===== src/rtl/fpga_cfg_pkg.sv =====
// Shared definitions for the FPGA configuration loader: register map,
// register bit positions and the loader state encoding.
package fpga_cfg_pkg;

    localparam int unsigned COUNT_W = 16;

    localparam logic [31:0] REG_CTRL   = 32'h0000_0000;
    localparam logic [31:0] REG_DATA   = 32'h0000_0004;
    localparam logic [31:0] REG_STATUS = 32'h0000_0008;

    localparam int unsigned CTRL_ABORT  = 0;
    localparam int unsigned CTRL_IRQ_EN = 1;

    localparam int unsigned STATUS_BUSY      = 0;
    localparam int unsigned STATUS_DONE      = 1;
    localparam int unsigned STATUS_OVERRUN   = 2;
    localparam int unsigned STATUS_COUNT_LSB = 16;

    typedef enum logic [1:0] {
        IDLE  = 2'd0,
        SHIFT = 2'd1,
        LATCH = 2'd2,
        DONE  = 2'd3
    } state_t;

endpackage


===== src/rtl/cfg_serializer.sv =====
// Holds one bitstream word and presents it CHAINS bits at a time, low bits
// first; last_c flags the shift cycle that consumes the final slice.
module cfg_serializer
    import fpga_cfg_pkg::*;
#(
    parameter int unsigned CHAINS = 4
) (
    input  logic              clk,
    input  logic              rst,
    input  logic              load,
    input  logic              shift,
    input  logic              flush,
    input  logic [31:0]       word,
    output logic [CHAINS-1:0] data,
    output logic              last_c
);

    localparam int unsigned WORD_CYCLES = 32 / CHAINS;
    localparam int unsigned CNT_W       = $clog2(WORD_CYCLES + 1);

    logic [31:0]      sr;
    logic [CNT_W-1:0] remaining;

    // Flush wins so aborted or truncated words never leak onto the chains.
    always_ff @(posedge clk or posedge rst) begin
        if (rst) begin
            sr        <= '0;
            remaining <= '0;
        end else if (flush) begin
            sr        <= '0;
            remaining <= '0;
        end else if (load) begin
            sr        <= word;
            remaining <= CNT_W'(WORD_CYCLES);
        end else if (shift && (remaining != '0)) begin
            sr        <= sr >> CHAINS;
            remaining <= remaining - CNT_W'(1);
        end
    end

    assign data   = sr[CHAINS-1:0];
    assign last_c = (remaining == CNT_W'(1));

endmodule


===== src/rtl/fpga_cfg_loader.sv =====
// Wishbone slave that accepts bitstream words and serialises them across the
// fabric configuration chains, then latches and enables the fabric.
module fpga_cfg_loader
    import fpga_cfg_pkg::*;
#(
    parameter int unsigned CHAINS    = 4,
    parameter int unsigned CHAIN_LEN = 1024,
    parameter logic [31:0] BASE_ADDR = 32'h3000_0000,
    parameter int unsigned ADDR_BITS = 4
) (
    input  logic              wb_clk_i,
    input  logic              wb_rst_i,
    input  logic              wbs_cyc_i,
    input  logic              wbs_stb_i,
    input  logic              wbs_we_i,
    input  logic [3:0]        wbs_sel_i,
    input  logic [31:0]       wbs_adr_i,
    input  logic [31:0]       wbs_dat_i,
    output logic              wbs_ack_o,
    output logic [31:0]       wbs_dat_o,
    output logic [CHAINS-1:0] cfg_data_o,
    output logic              cfg_shift_o,
    output logic              cfg_latch_o,
    output logic              fabric_en_o,
    output logic              irq_o
);

    localparam logic [31:0]        WIN_MASK  = 32'((64'd1 << ADDR_BITS) - 64'd1);
    localparam logic [COUNT_W-1:0] COUNT_MAX = COUNT_W'(CHAIN_LEN);

    state_t             state, state_next;
    logic               ack, ack_next;
    logic [31:0]        rdata, rdata_next;
    logic               irq_en, irq_en_next;
    logic               done_flag, done_next;
    logic               overrun, overrun_next;
    logic [COUNT_W-1:0] count, count_next;
    logic               shift_q, shift_next;
    logic               latch_q, latch_next;
    logic               fabric_q, fabric_next;
    logic               irq_q, irq_next;

    logic [31:0] offset_c;
    logic        hit_c, req_c, busy_c, hold_c, accept_c, wr_c;
    logic        is_ctrl_c, is_data_c, is_status_c;
    logic        data_wr_c, abort_c, load_c, flush_c, last_c;
    logic        sel_unused;

    assign sel_unused = ^wbs_sel_i;

    // Address decode; a DATA write is stalled (no ack) while the chains are busy.
    assign hit_c       = ((wbs_adr_i & ~WIN_MASK) == (BASE_ADDR & ~WIN_MASK));
    assign offset_c    = wbs_adr_i & WIN_MASK & ~32'd3;
    assign is_ctrl_c   = (offset_c == REG_CTRL);
    assign is_data_c   = (offset_c == REG_DATA);
    assign is_status_c = (offset_c == REG_STATUS);
    assign busy_c      = (state == SHIFT) || (state == LATCH);
    assign req_c       = wbs_cyc_i && wbs_stb_i && hit_c && !ack;
    assign hold_c      = wbs_we_i && is_data_c && busy_c;
    assign accept_c    = req_c && !hold_c;
    assign wr_c        = accept_c && wbs_we_i;
    assign data_wr_c   = wr_c && is_data_c;
    assign abort_c     = wr_c && is_ctrl_c && wbs_dat_i[CTRL_ABORT];
    assign load_c      = data_wr_c && (state == IDLE);
    assign flush_c     = abort_c || (state_next == LATCH);

    cfg_serializer #(
        .CHAINS (CHAINS)
    ) u_serializer (
        .clk    (wb_clk_i),
        .rst    (wb_rst_i),
        .load   (load_c),
        .shift  (state == SHIFT),
        .flush  (flush_c),
        .word   (wbs_dat_i),
        .data   (cfg_data_o),
        .last_c (last_c)
    );

    always_comb begin
        state_next   = state;
        count_next   = count;
        irq_en_next  = irq_en;
        done_next    = done_flag;
        overrun_next = overrun;
        ack_next     = accept_c;
        rdata_next   = '0;

        unique case (state)
            IDLE: begin
                if (data_wr_c) state_next = SHIFT;
            end
            SHIFT: begin
                if (count != COUNT_MAX) count_next = count + COUNT_W'(1);
                if (count == COUNT_MAX - COUNT_W'(1)) state_next = LATCH;
                else if (last_c)                      state_next = IDLE;
            end
            LATCH: begin
                state_next = DONE;
                done_next  = 1'b1;
            end
            DONE: begin
                if (data_wr_c) overrun_next = 1'b1;
            end
            default: state_next = IDLE;
        endcase

        if (wr_c && is_ctrl_c) irq_en_next = wbs_dat_i[CTRL_IRQ_EN];
        if (wr_c && is_status_c) begin
            if (wbs_dat_i[STATUS_DONE])    done_next    = 1'b0;
            if (wbs_dat_i[STATUS_OVERRUN]) overrun_next = 1'b0;
        end

        // Abort overrides both the bus updates and load completion.
        if (abort_c) begin
            state_next = IDLE;
            count_next = '0;
            done_next  = 1'b0;
        end

        if (accept_c && !wbs_we_i) begin
            if (is_ctrl_c) begin
                rdata_next[CTRL_IRQ_EN] = irq_en;
            end else if (is_status_c) begin
                rdata_next[STATUS_BUSY]                          = busy_c;
                rdata_next[STATUS_DONE]                          = done_flag;
                rdata_next[STATUS_OVERRUN]                       = overrun;
                rdata_next[STATUS_COUNT_LSB +: COUNT_W]          = count;
            end
        end

        shift_next  = (state_next == SHIFT);
        latch_next  = (state_next == LATCH);
        fabric_next = (state_next == DONE);
        irq_next    = done_next && irq_en_next;
    end

    always_ff @(posedge wb_clk_i or posedge wb_rst_i) begin
        if (wb_rst_i) begin
            state     <= IDLE;
            ack       <= 1'b0;
            rdata     <= '0;
            irq_en    <= 1'b0;
            done_flag <= 1'b0;
            overrun   <= 1'b0;
            count     <= '0;
            shift_q   <= 1'b0;
            latch_q   <= 1'b0;
            fabric_q  <= 1'b0;
            irq_q     <= 1'b0;
        end else begin
            state     <= state_next;
            ack       <= ack_next;
            rdata     <= rdata_next;
            irq_en    <= irq_en_next;
            done_flag <= done_next;
            overrun   <= overrun_next;
            count     <= count_next;
            shift_q   <= shift_next;
            latch_q   <= latch_next;
            fabric_q  <= fabric_next;
            irq_q     <= irq_next;
        end
    end

    assign wbs_ack_o   = ack;
    assign wbs_dat_o   = rdata;
    assign cfg_shift_o = shift_q;
    assign cfg_latch_o = latch_q;
    assign fabric_en_o = fabric_q;
    assign irq_o       = irq_q;

endmodule


===== config.mk =====
export PLATFORM = sky130hd
export DESIGN_NAME = fpga_cfg_loader
export DESIGN_NICKNAME = d
export VERILOG_FILES = /design/src/rtl/fpga_cfg_pkg.sv /design/src/rtl/cfg_serializer.sv /design/src/rtl/fpga_cfg_loader.sv
export SDC_FILE = /design/constraint.sdc
export NUM_CORES = 1
export LEC_CHECK = 0
export CAP_MARGIN = 30
export CELL_PAD_IN_SITES_DETAIL_PLACEMENT = 1
export CELL_PAD_IN_SITES_GLOBAL_PLACEMENT = 1
export CORE_MARGIN = 2
export CORE_UTILIZATION = 41
export DETAILED_ROUTE_END_ITERATION = 8
export GPL_TIMING_DRIVEN = 0
export PLACE_DENSITY_LB_ADDON = 0.25
export SYNTH_ARGS = -nofsm -noshare
export SYNTH_HDL_FRONTEND = slang
export SYNTH_SLANG_ARGS = --single-unit
export TNS_END_PERCENT = 30

===== constraint.sdc =====
create_clock -name wb_clk_i -period 5.8 [get_ports wb_clk_i]
set_clock_uncertainty 0.2 [all_clocks]
set_input_delay 0.87 -clock wb_clk_i [delete_from_list [all_inputs] [get_ports wb_clk_i]]
set_output_delay 0.87 -clock wb_clk_i [all_outputs]
set_load 0.03 [all_outputs]

# Word level (Yosys, flattened, before mapping)
# Cells that the tools add are included.
# word_totals
register_bits	81
inputBits	73
output_inout_bits	41
wordCells	85
# op_classes
addsub	2
n_eq_ne	12
n_mux	31
n_reduce_logical	27
# ops
op	n
16-bit two-way mux	6
32-bit two-way mux	3
32-bit logical NOT	1
28-bit by 26-bit == test with 1-bit output (second input constant)	1
16-bit by 1-bit adder with 16-bit output (second input constant)	1
16-bit by 10-bit == test with 1-bit output (second input constant)	1
16-bit by 11-bit != test with 1-bit output (second input constant)	1
1-bit logical AND	15
1-bit two-way mux	12
4-bit two-way mux	3
2-bit == test (second input constant)	5
2-bit two-way mux	4
2-bit by 1-bit == test with 1-bit output (second input constant)	3
3-bit two-way mux	2
2-bit one-hot mux with 3 select lines	1
4-bit by 1-bit == test with 1-bit output (second input constant)	1
2-bit nonzero test	2
4-bit nonzero test	1
4-bit by 1-bit subtractor with 4-bit output (second input constant)	1
1-bit logical NOT	3
3-bit nonzero test	1
2-bit logical NOT	1
1-bit logical OR	2
2-bit AND reduction	1

# Logic depth before layout (Yosys ltp)
# Gate-level depths: netlist (run 1).
# logic_depth
word_depth	13
mapped_depth	9
mapped_depth_nobuf	7

# Modules after synthesis
# From an unflattened synthesis (run 1), not the netlist that was laid out.
# hier_totals
cells_unflattened	422
hier_area_um2	4216.5
# by_module_without_submodules
mod	instances	cells_per_inst	area_each_um2	seq_area_each_um2
fpga_cfg_loader	1	208	2257.2	1126.1
cfg_serializer	1	214	1959.4	900.9

# Worst setup path after synthesis (run 1)
# Ideal clock, no wire load.
# synth_timing
path_type	input -> register
from	in wbs_adr_i[21]
to	reg rdata[27] (netlist: wbs_dat_o[27])
setup_time_ns	0.067
t_arrival_ns	2.499
required_time_ns	5.533
setup_slack_ns	3.034
stages	6
path_buffers	1
cell_sequence	nor4_1 -> and4_1 -> nand2_1 -> nor4b_1 -> clkbuf_1 -> and2_1
# synth_via
elab_chain_len	6
# synth_lines
element	line_no	source
start: declaration	fpga_cfg_loader.sv:17	input logic [31:0] wbs_adr_i,
28-bit by 26-bit == test with 1-bit output	fpga_cfg_loader.sv:52	assign hit_c = ((wbs_adr_i & ~WIN_MASK) == (BASE_ADDR & ~WIN_MASK));
1-bit logical AND (2 in series)	fpga_cfg_loader.sv:58	assign req_c = wbs_cyc_i && wbs_stb_i && hit_c && !ack;
1-bit logical AND	fpga_cfg_loader.sv:60	assign accept_c = req_c && !hold_c;
1-bit logical AND	fpga_cfg_loader.sv:121	if (accept_c && !wbs_we_i) begin
16-bit two-way mux	fpga_cfg_loader.sv:121	
net rdata_next[27]	fpga_cfg_loader.sv:33	logic [31:0] rdata, rdata_next;
end signal: assignment	fpga_cfg_loader.sv:154	rdata <= rdata_next;
end: declaration	fpga_cfg_loader.sv:33	
# The timed path passes the listed nets, and every way through them passes these cells.
# A chain may end at the register's enable or synchronous reset.

# Worst setup path in the final report (run 1)
# layout_timing
from	in wbs_adr_i[11]
to	reg u_serializer.sr[6]
# layout_via
elab_chain_len	12
elab_cells_between_ends	17
cone_classes	2 x eq/ne; 5 x mux; 10 x reduce/logical
# layout_lines
element	line_no	source
28-bit by 26-bit == test with 1-bit output *	fpga_cfg_loader.sv:52	
1-bit logical AND * (2 in series)	fpga_cfg_loader.sv:58	
1-bit logical AND *	fpga_cfg_loader.sv:60	
1-bit logical AND *	fpga_cfg_loader.sv:61	assign wr_c = accept_c && wbs_we_i;
1-bit logical AND	fpga_cfg_loader.sv:62	assign data_wr_c = wr_c && is_data_c;
2-bit two-way mux	fpga_cfg_loader.sv:91	if (data_wr_c) state_next = SHIFT;
2-bit one-hot mux with 3 select lines	fpga_cfg_loader.sv:89	unique case (state)
2-bit two-way mux	fpga_cfg_loader.sv:115	if (abort_c) begin
2-bit == test	fpga_cfg_loader.sv:65	assign flush_c = abort_c || (state_next == LATCH);
1-bit logical OR	fpga_cfg_loader.sv:65	
3-bit nonzero test (no line) or 32-bit two-way mux (tied branches)	-	
end signal: assignment	cfg_serializer.sv:33	sr <= word;
end signal: assignment	cfg_serializer.sv:36	sr <= sr >> CHAINS;
end: declaration	cfg_serializer.sv:21	logic [31:0] sr;
# Mark *: on every way between the ends. The rest lies on a longest branch, timed or not.

==> out/metrics.cfg, run 1 <==
[setup_path]
path_buf_inv=2
worstRegToRegCells=8
path_class=primary input to flop
crit_slowest_cell=nor3_4
worstSetupStartpointType=primary input
crit_required_ns=5.89
crit_arrival_ns=3.61
max_stage_delay_ns=0.61
cp_cell_sequence=clkdlybuf4s50_1, nor4_1, nand4_1, nor3_4, clkbuf_1, o211ai_1, a21oi_1
startpoint=wbs_adr_i[11]
rr_startpoint=state[1]
crit_family=simple AND/OR/NAND/NOR gates
crit_fanout=10
cp.depth=7
worstSetupEndpointType=flop

[logic_synthesis]
synth-adder-area-share_pct=2.807
synth_top_cell_by_area=dfrtp_1
avgSynthCellArea_um2=10.72
yosysSeqAreaShare_pct=45.47
ys.flop_type=dfrtp_1
ys_async_sr_fraction_pct=100.0
synth_commonest_cells=dfrtp_1, mux2_2, nor2_1, a211oi_1, a21oi_1
synthTopCellsByArea=dfrtp_1, mux2_2, mux2i_1
yosysTopAreaCellShare_pct=45.47
ys_warn_count=0
synth_edf_count=0
yosysMostFrequentCell=dfrtp_1
synth.distinct_cells=52
synth_mux_area_share_pct=11.56
synthSimpleGateAreaFrac_pct=17.43
synthXorXnorAreaFrac_pct=3.143
synth_top_family_by_area=simple AND/OR/NAND/NOR gates
synth_compound_area_share_pct=12.91
ys_ff_latch=81
syn_inst=416
syn-cell-area_mm2=0.004458

[power_and_ir_drop]
p_leak_nw=2.465
total_power_mw=1.271
power_switching_mw=0.3477
ir_drop_uv=119.1
p_seq_share_pct=46.4
p_int_mw=0.9233
pwr-share-clk_pct=36.8
combPwrFrac_pct=16.8
sw_frac_of_total_pct=27.36
power_density_mw_per_mm2=216.2

[floorplan]
rows=38
die_x_um=108.3
core_mm2=0.01075
start_util_pct=41.49
io_pins=114
die_area_mm2=0.01172
dieHeight_um=108.3

[cts]
post_cts_resized=0
holdBufCountCts=0
root_buffer=clkbuf_8
clock_latency_ns=0.37
htreeDepth=3
clk_path_buf_depth=2
clock_sinks=81
cts_tree=done
clk_pin_slew_worst_paths_ns=0.08
cts_setup_buffers=0
cts_buffers=9

[sta]
setup_violations=0
fin_crit_ns=3.523
tns_ns=0
max_clock_freq_mhz=283.9
rsz0062_at_grt=false
relSlewSlack_pct=56.46
hold_ws_ns=0.3041
slew_violations=0
hold_viol_final=0
worstMarginPinSlew_ns=0.6440
min_period_over_period_pct=60.74

[layout]
n_fill_cell=1183
drive_gt1_share_pct=14.63
final_nets=618
syn_to_final_growth_pct=31.88
diodes=0

[detailed_routing]
drc=0
post_drt_wl_per_cell_um=18.61
wl_um=12650
drt-pass1-iter-count=4
drt_iter0_drc=176
num_vias=3802
final_antenna_net_count=0
avgViaCountPerCell=5.591

[global_route]
grt_max_degree=69
grt_overflow=0
grt_use_total_pct=22.75
grt_pass1_vias=4058
antenna_found_initial=0
grt_pass1_wl_um=20640

[run_status]
status=completed

[place]
hpwl_um=9238
portBuffers=94
place.gp.congestion=0.7809

[min_path]
whs_path_depth=2
min_from=irq_en
hp-class=flop to flop

[job]
maxCapViolations=0

## path summary, 6_finish.rpt
check / to / slack (ns)
worst min register to register: irq_en / 0.30
worst max-delay path: u_serializer.sr[6] / 2.28
min in group asynchronous: u_serializer.sr[18] / 0.58
worst min-delay path: irq_en / 0.30
worst max register to register: u_serializer.sr[6] / 2.63
max in group asynchronous: irq_en / 4.23
## final cells by class
| type | count | area (um^2) | area share (%) |
|---|---|---|---|
| Buffer | 43 | 256.5 | 4.363 |
| Clock buffer | 11 | 141.4 | 2.405 |
| Clock inverter | 5 | 78.83 | 1.341 |
| Inverter | 10 | 40.04 | 0.6810 |
| Multi-Input combinational cell | 294 | 2182 | 37.11 |
| Sequential cell | 81 | 2027 | 34.48 |
| Tap cell | 140 | 175.2 | 2.979 |
| Timing Repair Buffer | 96 | 978.4 | 16.64 |
## logic make-up after synthesis
group	Yosys count
muxes	48
and+or+nand+nor	127
AOI/OAI and AO/OA	80
other	1
xor gates and xnor gates	16
adders and majority gates	10
DFF	81
buffers and inverters	53
## placed cells by master (no fill, tap or decap), types with 18 or more instances in the layout
cell type / n
a211oi_1: 23
clkbuf_1: 18
mux2_2: 28
and2_1: 20
buf_4: 20
a21oi_1: 22
mux2i_1: 20
nor2_1: 26
clkdlybuf4s50_1: 94
dfrtp_1: 81
## state kept, by name, indices dropped and copies added (netlist names)
| register | count |
|---|---|
| wbs_dat_o | 19 |
| cfg_shift_o | 1 |
| u_serializer.remaining | 4 |
| done_flag | 1 |
| count | 16 |
| fabric_en_o | 1 |
| irq_en | 1 |
| cfg_latch_o | 1 |
| overrun | 1 |
| u_serializer.sr | 32 |
| irq_o | 1 |
| wbs_ack_o | 1 |
| state | 2 |
## worst min-delay path, cell delays in order, from the launching register on
cell and delay (ns):
dfrtp_1 0.35, mux2i_1 0.08, inv_1 0.05
## power groups by stage
stage | sequential [mW] | combinational [mW] | clock (mW)
floorplan | 0.602 | 0.116 | 0
global placement | 0.600 | 0.203 | 0
detailed placement | 0.602 | 0.212 | 0
CTS | 0.591 | 0.213 | 0.473
global route | 0.593 | 0.231 | 0.501
finish | 0.590 | 0.214 | 0.467
## per-stage QoR
stage	cells	setup slack (ns)	util (%)	area (um^2)
after floorplan	428	2.650	-	4503
after global placement	662	1.302	52.29	5619
after detailed placement	664	1.880	52.67	5659
after CTS	680	2.238	54.72	5879
after global routing	680	1.965	54.72	5879
final	680	2.277	54.72	5879
## per-layer routing
layer	up-vias	GRT usage (%)	share of wire, %
met2	102	38.81	51
met4	0	7.967	1.6
met1	1928	29.58	44
li1	1752	-	-
met5	-	0	0
met3	20	3.315	4.2
Power figures use the tool's default switching activity.
==> run 2, diff against run 1 <==
--- a/config.mk
+++ b/config.mk
@@ -9,7 +9,7 @@
 export CELL_PAD_IN_SITES_DETAIL_PLACEMENT = 1
 export CELL_PAD_IN_SITES_GLOBAL_PLACEMENT = 1
 export CORE_MARGIN = 2
-export CORE_UTILIZATION = 41
+export CORE_UTILIZATION = 34
 export DETAILED_ROUTE_END_ITERATION = 8
 export GPL_TIMING_DRIVEN = 0
 export PLACE_DENSITY_LB_ADDON = 0.25
==> constraint.sdc (replaced) <==
create_clock -name wb_clk_i -period 3.05 [get_ports wb_clk_i]
set_clock_uncertainty 0.2 [all_clocks]
set_input_delay 0.4575 -clock wb_clk_i [delete_from_list [all_inputs] [get_ports wb_clk_i]]
set_output_delay 0.4575 -clock wb_clk_i [all_outputs]
set_load 0.03 [all_outputs]
==> run 2 against run 1 <==
Against the previous run: sequential power increased by 90%; count of clock-buffer cells in the layout increased by 1; utilization decreased by 7.1 points; worst hold slack got worse by 0.025 ns; total power increased by 110%; wire length decreased by 0.95%; sequential share of layout area decreased by 0.98 points; final area increased by 3.0%; critical path depth increased by 1; setup slack got worse by 2.1 ns; via count decreased by 1.5%; critical path type is now flop to flop; final cell count increased by 5.4%.
==> out/metrics.cfg, run 2 (synthesized netlist as in run 1, its figures left out) <==
[layout]
diodes=0  ; unchanged
n_fill_cell=1460  ; +23%
finalInstanceArea_mm2=0.006056  ; +3.0%
regMostFlops=u_serializer.sr
register_area_mm2=0.002028  ; about the same
multi_input_area_mm2=0.002200  ; +0.80%
layout_common_cells=clkdlybuf4s50_1, dfrtp_1, mux2_2, buf_4, nor2_1
largest_reg_flops=32  ; unchanged
drive_gt1_share_pct=16.33  ; +1.7 points
final_nets=623  ; +0.81%
syn_to_final_growth_pct=35.84
layout_commonest_cell=clkdlybuf4s50_1

[setup_path]
path_class=flop to flop
max_stage_delay_ns=0.39  ; -0.22 ns
crit_fanout=10  ; unchanged
worstSetupStartpointType=flop
crit_slowest_cell=or3b_1
crit_required_ns=3.08  ; -2.81 ns
worstSetupEndpointType=flop
crit_arrival_ns=2.86  ; -0.75 ns
startpoint=u_serializer.remaining[1]
cp_cell_sequence=inv_1, ha_1, or3b_1, a311o_1, a221oi_1, o32ai_2, clkbuf_1, a211oi_1
rr_startpoint=u_serializer.remaining[1]
worstRegToRegCells=8  ; unchanged

[floorplan]
rows=41  ; +7.9%
die_area_mm2=0.01404  ; +20%
io_pins=114  ; unchanged
dieHeight_um=118.5  ; +9.4%
die_x_um=118.5  ; +9.4%
core_mm2=0.01272  ; +18%
start_util_pct=35.04  ; -6.4 points

[cts]
clock_sinks=81  ; unchanged
clock_latency_ns=0.34  ; -0.03 ns
cts_buffers=9  ; unchanged
clk_pin_slew_worst_paths_ns=0.06  ; -0.02 ns
clk_path_buf_depth=2  ; unchanged
htreeDepth=3  ; unchanged
cts_tree=done
root_buffer=clkbuf_16

[sta]
worstMarginPinSlew_ns=0.5868  ; -0.05720 ns
max_clock_freq_mhz=353.4
setup_violations=0  ; unchanged
relSlewSlack_pct=60.47  ; +4.0 points
rsz0062_at_grt=false
slew_violations=0  ; unchanged
fin_crit_ns=2.830
min_period_over_period_pct=92.78
hold_ws_ns=0.2794  ; -0.02470 ns
hold_viol_final=0  ; unchanged

[place]
portBuffers=94  ; unchanged
hpwl_um=9212  ; -0.29%
place.gp.congestion=0.8400  ; +7.6%
dpl_cell_area_mm2=0.005695  ; +0.64%

[detailed_routing]
avgViaCountPerCell=5.223  ; -6.6%
wl_um=12530  ; -0.95%
drt-pass1-iter-count=7  ; +3
final_antenna_net_count=0  ; unchanged
num_vias=3745  ; -1.5%
drt_iter0_drc=164  ; -6.8%
drc=0  ; unchanged
post_drt_wl_per_cell_um=17.48  ; -6.1%

[power_and_ir_drop]
p_int_mw=1.933  ; +110%
ir_drop_uv=241.7  ; +100%
total_power_mw=2.626  ; +110%
pwr-share-clk_pct=41.6  ; +4.8 points
combPwrFrac_pct=15.6  ; -1.2 points
sw_frac_of_total_pct=26.39  ; -0.97 points
p_leak_nw=2.527  ; +2.5%
p_seq_share_pct=42.8  ; -3.6 points
power_density_mw_per_mm2=433.6  ; +100%
power_switching_mw=0.6929  ; +99%

[global_route]
grt_pass1_vias=3966  ; -2.3%
met1_usage_pct=23.70  ; -5.9 points
met2_usage_pct=30.82  ; -8.0 points
antenna_found_initial=0  ; unchanged
busiest_layer=met2
globalRouteMet3Util_pct=4.054  ; +0.74 points
grt_max_degree=54  ; -22%
grt_use_total_pct=18.19  ; -4.6 points
grt_overflow=0  ; unchanged
grt_pass1_wl_um=20330  ; -1.5%

[job]
maxCapViolations=0  ; unchanged

[run_status]
status=completed

[min_path]
hp-class=primary input to async pin

## run 2: cell types whose count changed in the layout (fill, tap and decap cells not counted), sizes merged
cell	change
clkdlybuf4s18	-1
clkbuf	+1
buf	+6
clkinv	-3
clkinvlp	+3
bufinv	-1
## run 2: worst max-delay path, delay by kind of cell, from the launching register on
| kind | cells | cell delay (ns) |
|---|---|---|
| AO/OA/AOI/OAI | 4 | 1.20 |
| AND/OR/NAND/NOR | 1 | 0.39 |
| adder cells (fa/ha/maj) | 1 | 0.15 |
| flip-flops | 1 | 0.37 |
| buffers and inverters | 2 | 0.40 |
## run 2: cell type report
type	count	share of cell area, %
well taps	172	3.554
multi-input cells	294	36.32
flip-flops and latches	81	33.49
plain buffers	43	4.298
repair buffers	101	16.74
inverters	10	0.6612
clock inverters	4	0.8678
clock buffers	12	4.070
## run 2: what timing repair did
| action | in CTS | in global routing |
|---|---|---|
| hold buffers | 0 | 0 |
| pin swaps | 1 | 2 |
| gates resized for setup | 0 | 9 |
| buffers inserted | 3 | 3 |
| setup endpoints to repair | 14 | 39 |
## run 2: path summary, 6_finish.rpt
path | endpoint | slack, ns
setup reg to reg | u_serializer.sr[18] | 0.22
setup / recovery | u_serializer.sr[18] | 0.22
max in group asynchronous | state[1] | 1.77
hold reg to reg | wbs_dat_o[2] | 0.31
hold / removal | u_serializer.sr[3] | 0.28
min in group wb_clk_i | wbs_dat_o[2] | 0.31
## run 2: metal layers
layer,vias to the layer above,part of all wire [%]
met5,-,0
met4,0,1.0
met3,12,4.5
met2,110,49
met1,1854,46
li1,1769,-
## run 2: power by group through the flow
stage	clock network, mW	registers, mW	logic (mW)
after floorplan	0	1.14	0.220
after global placement	0	1.14	0.390
after detailed placement	0	1.14	0.408
after CTS	1.12	1.12	0.410
after global routing	1.16	1.13	0.446
final	1.09	1.12	0.410
## run 2: through the flow
step           setup slack [ns]  std cells  util [%]  setup TNS [ns]
5_1_grt                 0.02325        717     47.60               0
4_1_cts                 0.06417        714     47.30               0
3_5_place_dp            -0.4489        695     44.77          -16.33
2_1_floorplan            0.3124        428         -               0
3_3_place_gp             -1.122        694     44.48         -109.10
6_report                 0.2203        717     47.60               0
==> run 3, diff against run 2 <==
--- a/config.mk
+++ b/config.mk
@@ -5,7 +5,7 @@
 export SDC_FILE = /design/constraint.sdc
 export NUM_CORES = 1
 export LEC_CHECK = 0
-export CAP_MARGIN = 30
+export CAP_MARGIN = 25
 export CELL_PAD_IN_SITES_DETAIL_PLACEMENT = 1
 export CELL_PAD_IN_SITES_GLOBAL_PLACEMENT = 1
 export CORE_MARGIN = 2
==> run 3 against run 2 <==
Against the previous run: fmax did not move; final cell count did not move; count of clock-buffer cells in the layout did not move; first-iteration DRC count did not move; critical path depth did not move; setup slack did not move; worst hold slack did not move; sequential share of layout area did not move; wire length did not move; critical endpoint unchanged; largest cell class unchanged.
==> out/metrics.cfg, run 3 (synthesized netlist as in run 1, its figures left out) <==
[setup_path]
worstSetupStartpointType=flop
max_stage_delay_ns=0.39  ; about the same
worstSetupEndpointType=flop
worstRegToRegCells=8  ; unchanged
rr_startpoint=u_serializer.remaining[1]
crit_slowest_cell=or3b_1
timing.rr.end=u_serializer.sr[18]
crit_family=compound AO/OA/AOI/OAI gates
path_buf_inv=2  ; unchanged
crit_arrival_ns=2.86  ; about the same
path_class=flop to flop
crit_fanout=10  ; unchanged
rrSetupSlack_ns=0.22  ; about the same
crit_required_ns=3.08  ; about the same
cp_cell_sequence=inv_1, ha_1, or3b_1, a311o_1, a221oi_1, o32ai_2, clkbuf_1, a211oi_1

[global_route]
grt_pass1_wl_um=20330  ; unchanged
antenna_found_initial=0  ; unchanged
grt_overflow=0  ; unchanged
grt_max_degree=54  ; unchanged
grt_use_total_pct=18.19  ; unchanged
grt_pass1_vias=3966  ; unchanged

[detailed_routing]
drt-pass1-iter-count=7  ; unchanged
top_layer=met4
drt_iter0_drc=164  ; unchanged
avgViaCountPerCell=5.223  ; unchanged
final_antenna_net_count=0  ; unchanged
wl_um=12530  ; unchanged
post_drt_wl_per_cell_um=17.48  ; unchanged
wl_met1_um=5731  ; unchanged
drc=0  ; unchanged
num_vias=3745  ; unchanged
dr_wl_met2_um=6106  ; unchanged
wl_met3_um=567  ; unchanged

[floorplan]
io_pins=114  ; unchanged
rows=41  ; unchanged
die_x_um=118.5  ; unchanged
dieHeight_um=118.5  ; unchanged
die_area_mm2=0.01404  ; unchanged
core_mm2=0.01272  ; unchanged
start_util_pct=35.04  ; unchanged

[sta]
hold_ws_ns=0.2794  ; unchanged
rsz0062_at_grt=false
worstMarginPinSlew_ns=0.5868  ; unchanged
relSlewSlack_pct=60.47  ; unchanged
fin_crit_ns=2.830  ; unchanged
min_period_over_period_pct=92.78  ; unchanged
max_clock_freq_mhz=353.4  ; unchanged
hold_viol_final=0  ; unchanged
slew_violations=0  ; unchanged
setup_violations=0  ; unchanged

[job]
maxCapViolations=0  ; unchanged

[place]
place.gp.congestion=0.8400  ; unchanged
hpwl_um=9212  ; unchanged
dpl_cell_area_mm2=0.005695  ; unchanged
portBuffers=94  ; unchanged

[power_and_ir_drop]
ir_drop_uv=241.7  ; unchanged
power_density_mw_per_mm2=433.6  ; unchanged
total_power_mw=2.626  ; unchanged
p_leak_nw=2.527  ; unchanged

[cts]
clock_latency_ns=0.34  ; about the same
cts_buffers=9  ; unchanged
clock_sinks=81  ; unchanged
cts_tree=done
clk_pin_slew_worst_paths_ns=0.06  ; about the same
htreeDepth=3  ; unchanged
root_buffer=clkbuf_16
clk_path_buf_depth=2  ; unchanged

[layout]
regMostFlops=u_serializer.sr
register_area_mm2=0.002028  ; unchanged
utilization_pct=47.60  ; unchanged
layout_commonest_cell=clkdlybuf4s50_1
n_fill_cell=1460  ; unchanged
diodes=0  ; unchanged
largest_reg_flops=32  ; unchanged
syn_to_final_growth_pct=35.84  ; unchanged
layout_common_cells=clkdlybuf4s50_1, dfrtp_1, mux2_2, buf_4, nor2_1
finalInstanceArea_mm2=0.006056  ; unchanged
final_nets=623  ; unchanged
drive_gt1_share_pct=16.33  ; unchanged
multi_input_area_mm2=0.002200  ; unchanged

[run_status]
status=completed

[min_path]
hp-class=primary input to async pin

[run 3: cell counts in the layout (fill, tap and decap cells not counted)]
No cell type changed its count.
[run 3: how the worst max path moves through the flow]
stage	start	to	slack, ns	cells after the start
after global placement	wb_rst_i	irq_en	-1.12	2
after detailed placement	wbs_stb_i	u_serializer.sr[7]	-0.45	7
final	u_serializer.remaining[1]	u_serializer.sr[18]	0.22	8
after global routing	state[0]	u_serializer.sr[19]	0.02	9
after floorplan	wb_rst_i	cfg_latch_o	0.31	1
after CTS	wbs_stb_i	u_serializer.sr[18]	0.06	7
[run 3: worst reg2reg max path, delay by kind of cell, from the launching register on]
family	cells	cell delay, ns
AO/OA/AOI/OAI	4	1.20
flip-flops	1	0.37
AND/OR/NAND/NOR	1	0.39
buffers and inverters	2	0.40
adder cells (fa/ha/maj)	1	0.15
[run 3: cell type report]
type	count	share of cell area, %
multi-input combinational	294	36.32
sequential	81	33.49
timing repair buffer	101	16.74
buffer	43	4.298
clock buffer	12	4.070
tap	172	3.554
clock inverter	4	0.8678
inverter	10	0.6612
[run 3: through the flow]
stage          setup TNS, ns  std cells  setup WS, ns
3_5_place_dp          -16.33        695       -0.4489
2_1_floorplan              0        428        0.3124
6_report                   0        717        0.2203
5_1_grt                    0        717       0.02325
4_1_cts                    0        714       0.06417
3_3_place_gp         -109.10        694        -1.122
[run 3: layer usage]
layer,track usage [%],vias to the layer above
li1,-,1769
met1,23.70,1854
met2,30.82,110
met3,4.054,12
met4,4.241,0
met5,0,-
[run 3: what timing repair did]
item | 4_1_cts | 5_1_grt
hold buffers | 0 | 0
buffers inserted | 3 | 3
pin swaps | 1 | 2
resized for setup | 0 | 9
endpoints found under the setup margin | 14 | 39
[run 3: where the power goes]
part	internal [mW]	total, mW	switching, mW
combinational	0.179	0.410	0.231
clock	0.657	1.09	0.436
sequential	1.10	1.12	0.0265
total	1.93	2.63	0.693
==> edit 1, RTL diff (config.mk and constraints of run 3) <==
Reset style: synchronous (`rst` and `wb_rst_i`), changed in 2 clocked blocks.
--- a/src/rtl/cfg_serializer.sv
+++ b/src/rtl/cfg_serializer.sv
@@ -24,3 +24,3 @@
     // Flush wins so aborted or truncated words never leak onto the chains.
-    always_ff @(posedge clk or posedge rst) begin
+    always_ff @(posedge clk) begin
         if (rst) begin
--- a/src/rtl/fpga_cfg_loader.sv
+++ b/src/rtl/fpga_cfg_loader.sv
@@ -137,3 +137,3 @@
 
-    always_ff @(posedge wb_clk_i or posedge wb_rst_i) begin
+    always_ff @(posedge wb_clk_i) begin
         if (wb_rst_i) begin
Behaviour: differs if wb_rst_i is asserted again (counterexample within 4 cycles, from zero or initial values and one cycle with wb_rst_i high); with wb_rst_i held inactive, the same outputs for 10 cycles.
==> edit 1 against run 3 <==
Cell area shrank 17%; combinational power is 11% lower; setup slack improved by 0.061 ns; die area shrank 17%; power shrank 14%; non-clock buffer count is 14 lower; routed wire length shrank 25%; utilization grew 0.66 points; first-iteration DRC count fell by 51%; area after synthesis shrank 18%; sequential cell count did not move; critical path type is now input port to flip-flop; largest cell class unchanged.
==> edit 1: results <==
{
  "crit_slowest_cell": "clkdlybuf4s50_1",
  "period_share_pct": 90.8,
  "dr_wl_met3_microns": 334,
  "ir_worst_vdd_mv": 0.180,
  "leakage_nw": 2.07,
  "fin_cells": 649,
  "holdCritPathClass": "flip-flop to flip-flop",
  "gp_congestion": 0.783,
  "layout.nets": 591,
  "yosysSeqAreaShare_pct": 44.2,
  "dp.cells": 635,
  "wl_met1_mm": 4.31,
  "final_layout_size_suffix_gt1_share_pct": 9.94,
  "grt_max_degree": 15,
  "dr.first_iter.drc_count": 81,
  "syn_avg_cell_area_sq_um": 9.33,
  "reg2reg_from": "state[0]",
  "postSynth.asyncResetShare_pct": 0,
  "r2r_setup_slack_ns": 0.40,
  "worst_ep_arrival_time_ns": 2.82,
  "startpoint": "wbs_adr_i[23]",
  "grt.met1_usage_pct": 21.8,
  "routed_via_density": 4.80,
  "root_buffer": "clkbuf_8",
  "placed_area_sq_um": 4820,
  "synth_area_leaders": "dfxtp_1 (44%), mux2i_1 (8.2%), nor2_1 (5.9%), a211oi_1 (5.7%), buf_4 (3.5%)",
  "grtUsageMet3_pct": 2.60,
  "dr_wl_met2_mm": 4.58,
  "met2_usage_pct": 30.2,
  "cp-endpoint": "u_serializer.sr[4]",
  "cts_setup_buffers": 0,
  "place_ws_ns": -0.402,
  "grt_pass1_wl_mm": 16.0,
  "clk_pin_slew_ns": 0.08,
  "reg2reg_depth": 9,
  "p_int_mw": 1.66,
  "drt-wirelength-per-cell_microns": 14.4,
  "yosys-top-cells-count": "dfxtp_1 (81), nor2_1 (58), mux2i_1 (30)",
  "grt_usage_pct": 17.4,
  "first_global_vias": 3292,
  "fill_cells": 1223,
  "dp_hpwl_mm": 7.15,
  "outcome": "completed",
  "synth-main-ff-cell": "dfxtp_1"
}
-- edit 1: cell types whose count changed after synthesis, sizes merged, moves of 12 or more --
cell,change
nor2,+32
dfxtp,+81
a21oi,-14
dfrtp,-81
o211ai,-13
mux2,-27
or4,-12
nor3,+12
-- edit 1: power groups by stage --
stage	clock (mW)	sequential [mW]	combinational, mW
global placement	0	1.11	0.359
finish	0.795	1.09	0.364
CTS	0.821	1.09	0.367
detailed placement	0	1.11	0.365
floorplan	0	1.12	0.201
global route	0.875	1.09	0.398
-- edit 1: logic make-up after synthesis --
logic type / synth area share [%]
other: 0.102
adders and majority gates: 3.41
buffers and inverters: 7.99
AOI/OAI and AO/OA: 9.73
xor gates and xnor gates: 4.30
muxes: 8.50
and+or+nand+nor: 21.7
DFF: 44.2
-- edit 1: worst max-delay path: cells and delay by family --
| kind | cells | cell delay, ns |
|---|---|---|
| AND/OR/NAND/NOR | 3 | 0.96 |
| AO/OA/AOI/OAI | 3 | 0.53 |
| buffers and inverters | 4 | 0.87 |
-- edit 1: repair_timing --
item                       CTS  global route
gates cloned                 0             0
gates resized for setup      0             4
setup endpoints to repair   10            24
hold buffers                 0             0
-- edit 1: cell type report --
| type | instances | area (sq um) | area share (%) |
|---|---|---|---|
| flip-flops and latches | 81 | 1620 | 32.3 |
| repair buffers | 94 | 941 | 18.7 |
| clock inverters | 5 | 65.1 | 1.29 |
| clock buffers | 11 | 141 | 2.81 |
| well taps | 136 | 170 | 3.38 |
| plain buffers | 36 | 249 | 4.95 |
| multi-input cells | 275 | 1800 | 35.8 |
| inverters | 11 | 41.3 | 0.821 |
==> edit 2, RTL diff (flow settings as in run 3) <==
Without the edit above. `CHAINS` is set to 4 in 2 places; all go to 8.
--- a/src/rtl/cfg_serializer.sv
+++ b/src/rtl/cfg_serializer.sv
@@ -5,3 +5,3 @@
 #(
-    parameter int unsigned CHAINS = 4
+    parameter int unsigned CHAINS = 8
 ) (
--- a/src/rtl/fpga_cfg_loader.sv
+++ b/src/rtl/fpga_cfg_loader.sv
@@ -5,3 +5,3 @@
 #(
-    parameter int unsigned CHAINS    = 4,
+    parameter int unsigned CHAINS    = 8,
     parameter int unsigned CHAIN_LEN = 1024,
Interface: changed (resized cfg_data_o); port bits go from 114 to 118. No check against the original RTL was run, so the function may have changed too.
==> edit 2 against run 3 <==
Area after synthesis is 0.98% lower; count of clock-buffer cells in the layout up 2; critical path depth grew 1; sequential cell count is 1 lower; synthesized cell count decreased by 3.1%; setup slack lost 0.0094 ns; first-iteration DRC count fell by 12%; routed wire length decreased by 0.25%; cell count down 1.5%; power is 0.41% lower; non-clock buffer count up 8; cell area is 0.48% lower; largest cell class unchanged.
==> edit 2: results <==
{
  "r2r_setup_slack_ns": 0.21,
  "synth_mux_area_share_pct": 12.5,
  "grt_pass1_wl_mm": 20.3,
  "max_freq_ghz": 0.352,
  "dp_hpwl_mm": 9.00,
  "holdCritPathClass": "input port to async pin",
  "crit_slowest_cell": "dfrtp_1",
  "drt_wl_total_mm": 12.5,
  "portBuffers": 98,
  "drt-wirelength-per-cell_microns": 17.7,
  "ir_worst_vdd_mv": 0.239,
  "syn_inst": 403,
  "synth_xor_area_share_pct": 2.38,
  "cp-endpoint": "u_serializer.sr[12]",
  "layout.nets": 612,
  "synth_area_leaders": "dfrtp_1 (45%), mux2_2 (6.6%), mux2i_1 (5.9%), buf_4 (4.6%), and2_1 (3.3%)",
  "placed_area_sq_um": 5690,
  "gp_congestion": 0.792,
  "outcome": "completed",
  "synthAdderAreaFrac_pct": 2.83,
  "worst_ep_arrival_time_ns": 2.84,
  "dp.cells": 686,
  "synth-compound-area-share_pct": 12.5,
  "largest_reg_flops": 32,
  "yosys-top-cells-count": "dfrtp_1 (80), buf_4 (27), mux2_2 (26), mux2i_1 (26), and2_1 (23)",
  "startpoint": "state[1]",
  "yosysSeqAreaShare_pct": 45.4,
  "first_pass_iters": 4,
  "critPathMaxStageDelay_ns": 0.44,
  "grt_max_degree": 59,
  "cts_max_path_buffers": 2,
  "fill_cells": 1410,
  "routed_via_density": 5.15,
  "yosysUniqueCellTypes": 49,
  "yosysWarningCount": 0,
  "worst_slew_margin_rel_pct": 42.0,
  "dr.first_iter.drc_count": 144,
  "reg2reg_depth": 9,
  "leakage_nw": 2.74,
  "final_layout_size_suffix_gt1_share_pct": 18.7,
  "place_ws_ns": -0.310,
  "grt_usage_pct": 18.3,
  "first_global_vias": 3962,
  "regMostFlops": "u_serializer.sr",
  "crit_family": "buffers and inverters"
}
==> edit 2: layout make-up <==
type / instances / area (sq um) / area share [%]
Buffer: 49 / 319 / 5.29
Sequential cell: 80 / 2000 / 33.2
Multi-Input combinational cell: 278 / 2120 / 35.1
Clock inverter: 2 / 10.0 / 0.166
Timing Repair Buffer: 103 / 1040 / 17.2
Inverter: 8 / 32.5 / 0.540
Tap cell: 172 / 215 / 3.57
Clock buffer: 14 / 294 / 4.88
==> edit 2: worst min-delay path by stage <==
| stage | slack [ns] | to | start | depth (start not counted) |
|---|---|---|---|---|
| final | 0.24 | cfg_shift_o | wb_rst_i | 2 |
| after global placement | 0.28 | wbs_dat_o[2] | overrun | 1 |
| after global routing | 0.27 | cfg_shift_o | wb_rst_i | 2 |
| after CTS | 0.25 | cfg_shift_o | wb_rst_i | 2 |
| after floorplan | 0.25 | wbs_dat_o[2] | overrun | 1 |
| after detailed placement | 0.29 | wbs_dat_o[2] | overrun | 1 |
==> edit 2: where the power goes <==
group          switching [mW]  leakage [nW]  internal [mW]
registers              0.0409          1.02           1.09
logic                   0.223          1.56          0.184
clock network           0.412         0.155          0.660
total                   0.676          2.74           1.94
==> edit 2: per-layer routing <==
| metal | wire length, microns | GRT usage, % | up-vias |
|---|---|---|---|
| met2 | 6170 | 30.2 | 112 |
| met5 | 0 | 0 | - |
| met3 | 640 | 3.83 | 15 |
| met4 | 159 | 5.42 | 0 |
| met1 | 5530 | 24.1 | 1817 |
| li1 | - | - | 1695 |
==> edit 2: timing repair <==
action | in CTS | in global routing
endpoints found under the setup margin | 0 | 42
buffers inserted | 0 | 4
hold endpoints to repair | 0 | 0
gates resized for setup | 0 | 3
